--- src/rtl/multicycle_control_unit_if.sv ---
// multicycle_control_unit_if: controller <-> multicycle datapath signal bundle.
interface multicycle_control_unit_if #(parameter int CNT_W = 32);
  logic [31:0]      instr;
  logic             zero_flg;
  logic             mem_ready;
  logic             mem_req;
  logic             PCWrite;
  logic             AdrSrc;
  logic             IRWrite;
  logic             MemWrite;
  logic             RegWrite;
  logic [1:0]       ResultSrc;
  logic [1:0]       ALUSrcA;
  logic [1:0]       ALUSrcB;
  logic [2:0]       ALUControl;
  logic [1:0]       ImmSrc;
  logic             illegal;
  logic [CNT_W-1:0] instret;
  modport master (
    input  instr, zero_flg, mem_ready,
    output mem_req, PCWrite, AdrSrc, IRWrite, MemWrite, RegWrite,
           ResultSrc, ALUSrcA, ALUSrcB, ALUControl, ImmSrc, illegal, instret
  );
  modport slave (
    output instr, zero_flg, mem_ready,
    input  mem_req, PCWrite, AdrSrc, IRWrite, MemWrite, RegWrite,
           ResultSrc, ALUSrcA, ALUSrcB, ALUControl, ImmSrc, illegal, instret
  );
endinterface

--- src/rtl/multicycle_control_unit.sv ---
// multicycle_control_unit: RV32I-subset multicycle controller FSM with trap and instret counter.
module multicycle_control_unit #(
  parameter bit ENABLE_BNE    = 1'b1,
  parameter bit MEM_HANDSHAKE = 1'b1,
  parameter int CNT_W         = 32
) (
  input logic clk,
  input logic rst,
  multicycle_control_unit_if.master bus
);
  typedef enum logic [3:0] {
    FETCH, DECODE, MEMADR, MEMREAD, MEMWB, MEMWRITE,
    EXECR, EXECI, ALUWB, BRANCH, JAL, TRAP
  } state_t;
  state_t state_q, state_d, dec_next;
  logic [CNT_W-1:0] instret_q, instret_d;
  logic [6:0] op;
  logic [2:0] f3, alu_f;
  logic rdy, retire, alu_ok, unused_bits;
  assign op          = bus.instr[6:0];
  assign f3          = bus.instr[14:12];
  assign unused_bits = ^{bus.instr[31], bus.instr[29:15], bus.instr[11:7]};
  assign rdy         = MEM_HANDSHAKE ? bus.mem_ready : 1'b1;
  assign alu_ok      = (f3 == 3'b000) || (f3 == 3'b010) || (f3[2:1] == 2'b11);
  assign alu_f       = (f3 == 3'b000) ? ((state_q == EXECR && bus.instr[30]) ? 3'b001 : 3'b000) :
                       (f3 == 3'b010) ? 3'b101 :
                       (f3 == 3'b110) ? 3'b011 : 3'b010;
  assign bus.ImmSrc  = (op == 7'b0100011) ? 2'b01 :
                       (op == 7'b1100011) ? 2'b10 :
                       (op == 7'b1101111) ? 2'b11 : 2'b00;
  assign bus.illegal = (state_q == TRAP);
  assign bus.instret = instret_q;
  assign retire      = (state_q == MEMWB) || (state_q == ALUWB) || (state_q == BRANCH) ||
                       (state_q == MEMWRITE && rdy);
  assign instret_d   = instret_q + CNT_W'(retire);
  always_comb begin
    dec_next = TRAP;
    case (op)
      7'b0000011, 7'b0100011: dec_next = (f3 == 3'b010) ? MEMADR : TRAP;
      7'b0110011:             dec_next = alu_ok ? EXECR : TRAP;
      7'b0010011:             dec_next = alu_ok ? EXECI : TRAP;
      7'b1100011:             dec_next = (f3 == 3'b000 || (ENABLE_BNE && f3 == 3'b001)) ? BRANCH : TRAP;
      7'b1101111:             dec_next = JAL;
      default:                dec_next = TRAP;
    endcase
  end
  always_comb begin
    state_d = state_q;
    case (state_q)
      FETCH:        state_d = rdy ? DECODE : FETCH;
      DECODE:       state_d = dec_next;
      MEMADR:       state_d = op[5] ? MEMWRITE : MEMREAD;
      MEMREAD:      state_d = rdy ? MEMWB : MEMREAD;
      MEMWRITE:     state_d = rdy ? FETCH : MEMWRITE;
      EXECR, EXECI: state_d = ALUWB;
      JAL:          state_d = ALUWB;
      MEMWB, ALUWB, BRANCH: state_d = FETCH;
      default:      state_d = TRAP;
    endcase
  end
  always_ff @(posedge clk) begin
    if (rst) begin
      state_q   <= FETCH;
      instret_q <= '0;
    end else begin
      state_q   <= state_d;
      instret_q <= instret_d;
    end
  end
  always_comb begin
    bus.mem_req    = 1'b0;
    bus.PCWrite    = 1'b0;
    bus.AdrSrc     = 1'b0;
    bus.IRWrite    = 1'b0;
    bus.MemWrite   = 1'b0;
    bus.RegWrite   = 1'b0;
    bus.ResultSrc  = 2'b00;
    bus.ALUSrcA    = 2'b00;
    bus.ALUSrcB    = 2'b00;
    bus.ALUControl = 3'b000;
    case (state_q)
      FETCH: begin
        bus.mem_req   = 1'b1;
        bus.ALUSrcB   = 2'b10;
        bus.ResultSrc = 2'b10;
        bus.IRWrite   = rdy;
        bus.PCWrite   = rdy;
      end
      DECODE: begin
        bus.ALUSrcA = 2'b01;
        bus.ALUSrcB = 2'b01;
      end
      MEMADR: begin
        bus.ALUSrcA = 2'b10;
        bus.ALUSrcB = 2'b01;
      end
      MEMREAD: begin
        bus.mem_req = 1'b1;
        bus.AdrSrc  = 1'b1;
      end
      MEMWB: begin
        bus.ResultSrc = 2'b01;
        bus.RegWrite  = 1'b1;
      end
      MEMWRITE: begin
        bus.mem_req  = 1'b1;
        bus.AdrSrc   = 1'b1;
        bus.MemWrite = rdy;
      end
      EXECR: begin
        bus.ALUSrcA    = 2'b10;
        bus.ALUControl = alu_f;
      end
      EXECI: begin
        bus.ALUSrcA    = 2'b10;
        bus.ALUSrcB    = 2'b01;
        bus.ALUControl = alu_f;
      end
      ALUWB: bus.RegWrite = 1'b1;
      BRANCH: begin
        bus.ALUSrcA    = 2'b10;
        bus.ALUControl = 3'b001;
        bus.PCWrite    = f3[0] ? ~bus.zero_flg : bus.zero_flg;
      end
      JAL: begin
        bus.ALUSrcA = 2'b01;
        bus.ALUSrcB = 2'b10;
        bus.PCWrite = 1'b1;
      end
      default: ;
    endcase
    // reset abandons any in-flight access: no strobe may leave in the reset cycle
    if (rst) begin
      bus.mem_req  = 1'b0;
      bus.PCWrite  = 1'b0;
      bus.IRWrite  = 1'b0;
      bus.MemWrite = 1'b0;
      bus.RegWrite = 1'b0;
    end
  end
endmodule
--- src/flat_wrapper.sv ---
// flat-port wrapper written by rule: the top's interface ports become plain ports
module multicycle_control_unit_flat 
#(
  parameter bit ENABLE_BNE    = 1'b1,
  parameter bit MEM_HANDSHAKE = 1'b1,
  parameter int CNT_W         = 32
)
  (clk, rst, bus_instr, bus_zero_flg, bus_mem_ready, bus_mem_req, bus_PCWrite, bus_AdrSrc, bus_IRWrite, bus_MemWrite, bus_RegWrite, bus_ResultSrc, bus_ALUSrcA, bus_ALUSrcB, bus_ALUControl, bus_ImmSrc, bus_illegal, bus_instret);
  multicycle_control_unit_if #(.CNT_W(CNT_W)) bus_i ();
  input logic clk;
  input logic rst;
  input wire logic [$bits(bus_i.instr)-1:0] bus_instr;
  input wire logic [$bits(bus_i.zero_flg)-1:0] bus_zero_flg;
  input wire logic [$bits(bus_i.mem_ready)-1:0] bus_mem_ready;
  output wire logic [$bits(bus_i.mem_req)-1:0] bus_mem_req;
  output wire logic [$bits(bus_i.PCWrite)-1:0] bus_PCWrite;
  output wire logic [$bits(bus_i.AdrSrc)-1:0] bus_AdrSrc;
  output wire logic [$bits(bus_i.IRWrite)-1:0] bus_IRWrite;
  output wire logic [$bits(bus_i.MemWrite)-1:0] bus_MemWrite;
  output wire logic [$bits(bus_i.RegWrite)-1:0] bus_RegWrite;
  output wire logic [$bits(bus_i.ResultSrc)-1:0] bus_ResultSrc;
  output wire logic [$bits(bus_i.ALUSrcA)-1:0] bus_ALUSrcA;
  output wire logic [$bits(bus_i.ALUSrcB)-1:0] bus_ALUSrcB;
  output wire logic [$bits(bus_i.ALUControl)-1:0] bus_ALUControl;
  output wire logic [$bits(bus_i.ImmSrc)-1:0] bus_ImmSrc;
  output wire logic [$bits(bus_i.illegal)-1:0] bus_illegal;
  output wire logic [$bits(bus_i.instret)-1:0] bus_instret;
  assign bus_i.instr = bus_instr;
  assign bus_i.zero_flg = bus_zero_flg;
  assign bus_i.mem_ready = bus_mem_ready;
  assign bus_mem_req = bus_i.mem_req;
  assign bus_PCWrite = bus_i.PCWrite;
  assign bus_AdrSrc = bus_i.AdrSrc;
  assign bus_IRWrite = bus_i.IRWrite;
  assign bus_MemWrite = bus_i.MemWrite;
  assign bus_RegWrite = bus_i.RegWrite;
  assign bus_ResultSrc = bus_i.ResultSrc;
  assign bus_ALUSrcA = bus_i.ALUSrcA;
  assign bus_ALUSrcB = bus_i.ALUSrcB;
  assign bus_ALUControl = bus_i.ALUControl;
  assign bus_ImmSrc = bus_i.ImmSrc;
  assign bus_illegal = bus_i.illegal;
  assign bus_instret = bus_i.instret;
  multicycle_control_unit #(.ENABLE_BNE(ENABLE_BNE), .MEM_HANDSHAKE(MEM_HANDSHAKE), .CNT_W(CNT_W)) u_core (.clk(clk), .rst(rst), .bus(bus_i));
endmodule
--- config.mk ---
export PLATFORM = sky130hd
export DESIGN_NAME = multicycle_control_unit_flat
export DESIGN_NICKNAME = d
export VERILOG_FILES = /design/src/rtl/multicycle_control_unit_if.sv /design/src/rtl/multicycle_control_unit.sv /design/src/flat_wrapper.sv
export SDC_FILE = /design/constraint.sdc
export NUM_CORES = 1
export LEC_CHECK = 0
export BUFFER_PORTS_ARGS = -buffer_cell sky130_fd_sc_hd__buf_2
export CAP_MARGIN = 25
export CORE_MARGIN = 10
export CORE_UTILIZATION = 40
export CTS_BUF_LIST = sky130_fd_sc_hd__clkbuf_8
export CTS_CLUSTER_SIZE = 16
export DETAILED_ROUTE_END_ITERATION = 7
export GPL_TIMING_DRIVEN = 0
export HOLD_SLACK_MARGIN = 0.1
export PLACE_DENSITY = 0.71
export SYNTH_ARGS = -nofsm -noshare
export SYNTH_HDL_FRONTEND = slang
export SYNTH_SLANG_ARGS = --single-unit
--- constraint.sdc ---
create_clock -name clk -period 3.16 [get_ports clk]
set_clock_uncertainty 0.05 [all_clocks]
set_input_delay 0.474 -clock clk [delete_from_list [all_inputs] [get_ports clk]]
set_output_delay 0.474 -clock clk [all_outputs]
set_load 0.01 [all_outputs]
==> results.ini, run 1 <==
[cts]
cts_tree=yes
path_clk_slew_ns=0.07
cts_sinks=36
insertion_delay_ns=0.28
clockRootBuffer=clkbuf_8
clock_path_buffers=2
postCtsHoldBufs=0
cts_max_level=2
cts-buffers-inserted=5

[routing]
route.vias.total=2203
routedWlPerCell_um=13.91
drt-pass1-iter-count=4
drt-total-wl_um=5662
drt-initial-drc-count=87
drc_errors=0
drtAntennaViolNets=0
vias_per_cell=5.413

[critical_path]
worstSetupPathType=flip-flop to flip-flop
critPathMaxStageDelay_ns=0.52
crit_fanout=19
crit_arrival_ns=3.07
worstPathRequired_ns=3.32
critPathLaunchType=flip-flop
end_kind=flip-flop
slowest_stage=or4_1
path_cells=clkbuf_1, a21oi_1, ha_2, ha_2, nand3_2, or4_1, buf_4, or4_1, a21oi_1
reg2reg_slack_ns=0.25

[power]
p_sw_uw=445.9
combPwrFrac=0.348
clkPwrFrac=0.245
p_leak_nw=0.9829
switching_share=0.3577
p_int_uw=800.6
vdd_ir_drop_max_mv=0.4339
seq_power_share=0.407
powerDensity_mw_per_mm2=483.9

[sta]
maxSlewViolCount=0
finalCritPeriodShare=0.9199
setup_ws_ns=0.2531
grt_setup_unrepaired=false
maxSlewHeadroom=0.5213
period_needed_ns=2.907
tightest_slew_ns=0.7181
fmax_mhz=344.0
setup_viol=0
hold_viol_final=0
tns_ns=0

[place]
port_buffers=62
place_hpwl_um=4207
place.gp.congestion=0.8519
pre_cts_slack_ns=-0.1332
placed_area_mm2=0.002490

[cells_and_area]
fin_nets=375
final_util=0.5076
finalInstanceArea_mm2=0.002576
fillers=534
area_delta_synth_final_pct=23.15
drive_gt1_frac=0.2404
antennaDiodeCount=0

[global_routing]
track_usage=0.1308
grt_pass1_wl_um=9708
overflow=0
antenna_found_initial=0
grt_max_degree=11
grt_pass1_vias=2160

[synth]
syn_inst=271
synth_area_mm2=0.002092
async_flop_share=0
syn_avg_cell_area_um2=7.720
yosys_warnings=0
synth_nets=309
synth-edff-count=0
synth_ff_type=dfxtp_1
synth_seq_area_share=0.3445
synth_seq_cells=36
ys_types=48

[floorplan]
die_area_mm2=0.008523
dieWidth_um=92.32
start_util=0.4122
num_rows=26
ios=86
die_h_um=92.32
core_mm2=0.005075

[outcome]
outcome=complete, no violations

[run]
drv_cap=0

[min_path]
hold_path.class=flip-flop to flip-flop

-- registers in the layout, indices dropped and copies added (netlist names) --
name,cells
u_core.state_q,4
u_core.bus.instret,32
-- layout by cell type (no fill, tap or decap), drive strengths merged, types with 3 or more instances in the layout --
cell type,synthesis,layout
nand2b,6,6
or4,15,15
nor4,3,3
xnor2,11,11
o31ai,11,11
clkbuf,15,16
dfxtp,36,36
buf,4,67
o21ai,14,14
or3,12,12
inv,12,13
nor3,9,9
nand4,5,5
nor2,22,22
a21oi,25,25
xor2,3,3
nor2b,4,4
nand2,17,17
nand3,13,13
-- stage by stage --
stage | instances | total power, mW | hold WS (ns)
global placement | 403 | 0.9540 | 0.4296
global route | 407 | 1.344 | 0.4875
finish | 407 | 1.247 | 0.4552
CTS | 409 | 1.261 | 0.4476
floorplan | 271 | 0.8089 | 0.4582
detailed placement | 403 | 0.9523 | 0.4369
-- repair_timing --
item,CTS,global route
setup endpoints to repair,10,11
resized for setup,1,10
pin swaps,0,2
buffers inserted,0,0
-- cell type report --
class / count / area [um2] / share of cell area
timing repair buffer: 62 / 310.3 / 0.1204
inverter: 12 / 45.04 / 0.01748
clock inverter: 2 / 8.758 / 0.003400
clock buffer: 5 / 68.82 / 0.02671
multi-input combinational: 204 / 1264 / 0.4905
buffer: 16 / 67.56 / 0.02623
tap: 70 / 87.58 / 0.03400
sequential: 36 / 724.4 / 0.2812
-- power groups by stage --
| stage | sequential (mW) | combinational [mW] | clock (mW) |
|---|---|---|---|
| 2_1_floorplan | 0.503 | 0.306 | 0 |
| 3_3_place_gp | 0.504 | 0.450 | 0 |
| 3_5_place_dp | 0.505 | 0.448 | 0 |
| 4_1_cts | 0.498 | 0.448 | 0.315 |
| 5_1_grt | 0.511 | 0.496 | 0.337 |
| 6_report | 0.507 | 0.434 | 0.305 |
-- metal layers --
| metal | wire length (um) | track usage | share of wire |
|---|---|---|---|
| met1 | 2739 | 0.1664 | 0.48 |
| met3 | 349 | 0.05327 | 0.062 |
| met4 | 0 | 0.02057 | 0 |
| met2 | 2574 | 0.2065 | 0.45 |
| met5 | 0 | 0 | 0 |
-- final timing paths --
check	end	startpoint	cells past startpoint
worst max-delay path	u_core.bus.instret[26]	u_core.state_q[1]	9
worst min-delay path	u_core.bus.instret[29]	u_core.bus.instret[29]	2
worst min register to register	u_core.bus.instret[29]	u_core.bus.instret[29]	2
worst max register to register	u_core.bus.instret[26]	u_core.state_q[1]	9
-- synth_stat cells, types with 2 or more instances --
master | instances | area share
a21oi_1 | 25 | 0.060
ha_1 | 2 | 0.012
nor2b_1 | 4 | 0.012
dfxtp_1 | 36 | 0.34
a211oi_1 | 2 | 0.0072
and2_1 | 2 | 0.0060
nor2_1 | 22 | 0.039
buf_2 | 3 | 0.0072
inv_1 | 12 | 0.022
nand3_1 | 12 | 0.029
o31ai_1 | 11 | 0.039
a22oi_1 | 2 | 0.0072
and3_1 | 2 | 0.0060
o21ai_0 | 14 | 0.033
o32ai_1 | 2 | 0.0084
nand2b_1 | 6 | 0.018
xnor2_1 | 11 | 0.046
clkbuf_1 | 15 | 0.027
nand2_1 | 17 | 0.031
and4_1 | 2 | 0.0084
nor4_1 | 3 | 0.0090
or3_1 | 12 | 0.036
nor3_1 | 9 | 0.022
or4_1 | 15 | 0.054
xor2_1 | 3 | 0.013
nand4_1 | 5 | 0.015
-- kinds of logic after synthesis --
| logic type | count (synthesis) | share of synthesized area |
|---|---|---|
| simple gates | 116 | 0.3056 |
| buf+inv | 31 | 0.05741 |
| mux | 2 | 0.01017 |
| fa+ha+maj | 2 | 0.01196 |
| xor+xnor | 14 | 0.05861 |
| compound gates | 70 | 0.2117 |
| flops | 36 | 0.3445 |
-- worst max-delay path, delay by kind of cell (launching register included) --
family                     cells  cell delay, ns
adders and majority gates      2            0.44
AOI/OAI and AO/OA              2            0.43
DFF                            1            0.31
buffers and inverters          2            0.50
and+or+nand+nor                3            1.11
Note: power is estimated with default switching activity, not from simulation.
==> inputs of run 2 (changes only) <==
--- a/config.mk
+++ b/config.mk
@@ -15,6 +15,7 @@
 export GPL_TIMING_DRIVEN = 0
 export HOLD_SLACK_MARGIN = 0.1
 export PLACE_DENSITY = 0.71
+export SETUP_SLACK_MARGIN = 0.3
 export SYNTH_ARGS = -nofsm -noshare
 export SYNTH_HDL_FRONTEND = slang
 export SYNTH_SLANG_ARGS = --single-unit
==> run 2 against run 1 <==
Against the previous run:
- design area rose by 13%
- first-iteration DRC count rose by 3.4%
- sequential cell count did not move
- final cell count rose by 4.9%
- wire length rose by 11%
- non-clock buffer count rose by 20
- fmax rose by 3.6%
- total power rose by 5.0%
- clock power barely moved
- clock-buffer cell count did not move
- combinational power rose by 16%
- worst setup slack improved by 0.10 ns
- critical endpoint unchanged
- highest routed layer is now met4
==> results.ini, run 2 (same netlist as run 1, synthesis figures left out) <==
[floorplan]
core_mm2=0.005075  ; unchanged
die_area_mm2=0.008523  ; unchanged
num_rows=26  ; unchanged
ios=86  ; unchanged
start_util=0.4122  ; unchanged
die_h_um=92.32  ; unchanged
dieWidth_um=92.32  ; unchanged

[power]
powerDensity_mw_per_mm2=450.4  ; was 483.9 mW/mm2
power_mw=1.309  ; was 1.247 mW
vdd_ir_drop_max_mv=0.4845  ; was 0.4339 mV
p_leak_nw=1.138  ; was 0.9829 nW

[cts]
cts_sinks=36  ; unchanged
clock_path_buffers=2  ; unchanged
cts-buffers-inserted=5  ; unchanged
path_clk_slew_ns=0.07  ; about the same
insertion_delay_ns=0.28  ; about the same
clockRootBuffer=clkbuf_8  ; unchanged
cts_max_level=2  ; unchanged
cts_tree=yes  ; unchanged

[routing]
drc_errors=0  ; unchanged
drtAntennaViolNets=0  ; unchanged
vias_per_cell=5.433  ; was 5.413
drt-total-wl_um=6268  ; was 5662 um
drt-pass1-iter-count=4  ; unchanged
route.vias.total=2320  ; was 2203
drt-initial-drc-count=90  ; was 87
routedWlPerCell_um=14.68  ; was 13.91 um

[place]
dp_cells=403  ; unchanged
place.gp.congestion=0.8519  ; unchanged
pre_cts_slack_ns=-0.1332  ; unchanged
place_hpwl_um=4207  ; unchanged
port_buffers=62  ; unchanged

[critical_path]
r2r_cells=13  ; was 9
r2r_end=u_core.bus.instret[26]  ; unchanged
path_cells=buf_8, inv_4, nor2_4, o21ai_2, a21oi_2, ha_2, buf_4, ha_4, nand3_4, or4_4, buf_6, or4_4, a21oi_2  ; was clkbuf_1, a21oi_1, ha_2, ha_2, nand3_2, or4_1, buf_4, or4_1, a21oi_1
end_kind=flip-flop  ; unchanged
critPathLaunchType=flip-flop  ; unchanged
worstPathRequired_ns=3.32  ; about the same
crit_fanout=5  ; was 19
critPathMaxStageDelay_ns=0.54  ; was 0.52 ns
slowest_stage=or4_4  ; was or4_1
crit_arrival_ns=2.97  ; was 3.07 ns
worstSetupPathType=flip-flop to flip-flop  ; unchanged
reg2reg_slack_ns=0.36  ; was 0.25 ns
regToRegStartpoint=u_core.state_q[2]  ; was u_core.state_q[1]

[cells_and_area]
final_cells=427  ; was 407
drive_gt1_frac=0.3557  ; was 0.2404
largest_reg_flops=32  ; unchanged
antennaDiodeCount=0  ; unchanged
layout_common_cells=buf_2, dfxtp_1, nor2_1, buf_4, a21oi_1  ; was buf_2, dfxtp_1, a21oi_1, nor2_1, nand2_1
area_delta_synth_final_pct=38.94  ; was 23.15%
fin_nets=395  ; was 375
final_common_cell=buf_2  ; unchanged

[sta]
finalCritPeriodShare=0.8876  ; was 0.9199
setup_ws_ns=0.3551  ; was 0.2531 ns
setup_viol=0  ; unchanged
hold_ws_ns=0.4524  ; was 0.4552 ns
maxSlewHeadroom=0.5880  ; was 0.5213
maxSlewViolCount=0  ; unchanged
period_needed_ns=2.805  ; was 2.907 ns
hold_viol_final=0  ; unchanged
tightest_slew_ns=0.6124  ; was 0.7181 ns
tns_ns=0  ; unchanged
grt_setup_unrepaired=true  ; was false
fmax_mhz=356.5  ; was 344.0 MHz

[global_routing]
grt_pass1_vias=2218  ; was 2160
grt_max_degree=11  ; unchanged
overflow=0  ; unchanged
track_usage=0.1354  ; was 0.1308
antenna_found_initial=0  ; unchanged
grt_pass1_wl_um=9991  ; was 9708 um

[min_path]
hold_depth=2  ; unchanged
hold_path_startpoint=u_core.bus.instret[29]  ; unchanged
min_to=u_core.bus.instret[29]  ; unchanged
hold_path.class=flip-flop to flip-flop  ; unchanged

[outcome]
outcome=complete, no violations  ; unchanged

[run]
drv_cap=0  ; unchanged

run 2: stage by stage:
step	instance area [um2]	utilization
finish	2907	0.5727
global route	2907	0.5727
CTS	2710	0.5340
detailed placement	2490	0.4906
global placement	2490	0.4906
floorplan	2092	-
run 2: metal layers:
layer,part of all wire,vias up,GRT usage
met5,0,-,0
met4,0.0046,0,0.02314
met3,0.059,4,0.05165
met2,0.47,70,0.2182
met1,0.46,1079,0.1701
li1,-,1167,-
run 2: layout make-up:
| class | instances | area (um2) |
|---|---|---|
| multi-input cells | 204 | 1419 |
| clock inverters | 2 | 8.758 |
| clock buffers | 5 | 68.82 |
| fillers | 490 | 2168 |
| flip-flops and latches | 36 | 721.9 |
| well taps | 70 | 87.58 |
| repair buffers | 79 | 437.9 |
| plain buffers | 19 | 115.1 |
| inverters | 12 | 47.55 |
run 2: what timing repair did:
item / 4_1_cts / 5_1_grt
gates cloned: 1 / 0
setup buffers: 10 / 6
hold buffers: 0 / 0
endpoints found under the setup margin: 20 / 23
gates resized for setup: 21 / 41
endpoints found under the hold margin: 0 / 0
pin swaps: 5 / 12
run 2: worst max path at each step:
stage,from,end
after CTS,u_core.state_q[1],u_core.bus.instret[30]
after detailed placement,u_core.state_q[2],u_core.bus.instret[20]
after global routing,u_core.state_q[2],u_core.bus.instret[25]
final,u_core.state_q[2],u_core.bus.instret[26]
after floorplan,u_core.state_q[2],u_core.bus.instret[20]
after global placement,u_core.state_q[2],u_core.bus.instret[30]
run 2: worst max-delay path, delay by kind of cell, from the launching register on:
| kind | cells | cell delay, ns |
|---|---|---|
| buf+inv | 4 | 0.41 |
| compound gates | 3 | 0.35 |
| fa+ha+maj | 2 | 0.34 |
| simple gates | 4 | 1.24 |
| flops | 1 | 0.34 |
run 2: power breakdown:
part	leakage, nW	switching (mW)	internal (mW)
logic	0.802	0.291	0.214
clock network	0.0452	0.159	0.147
registers	0.291	0.0213	0.477
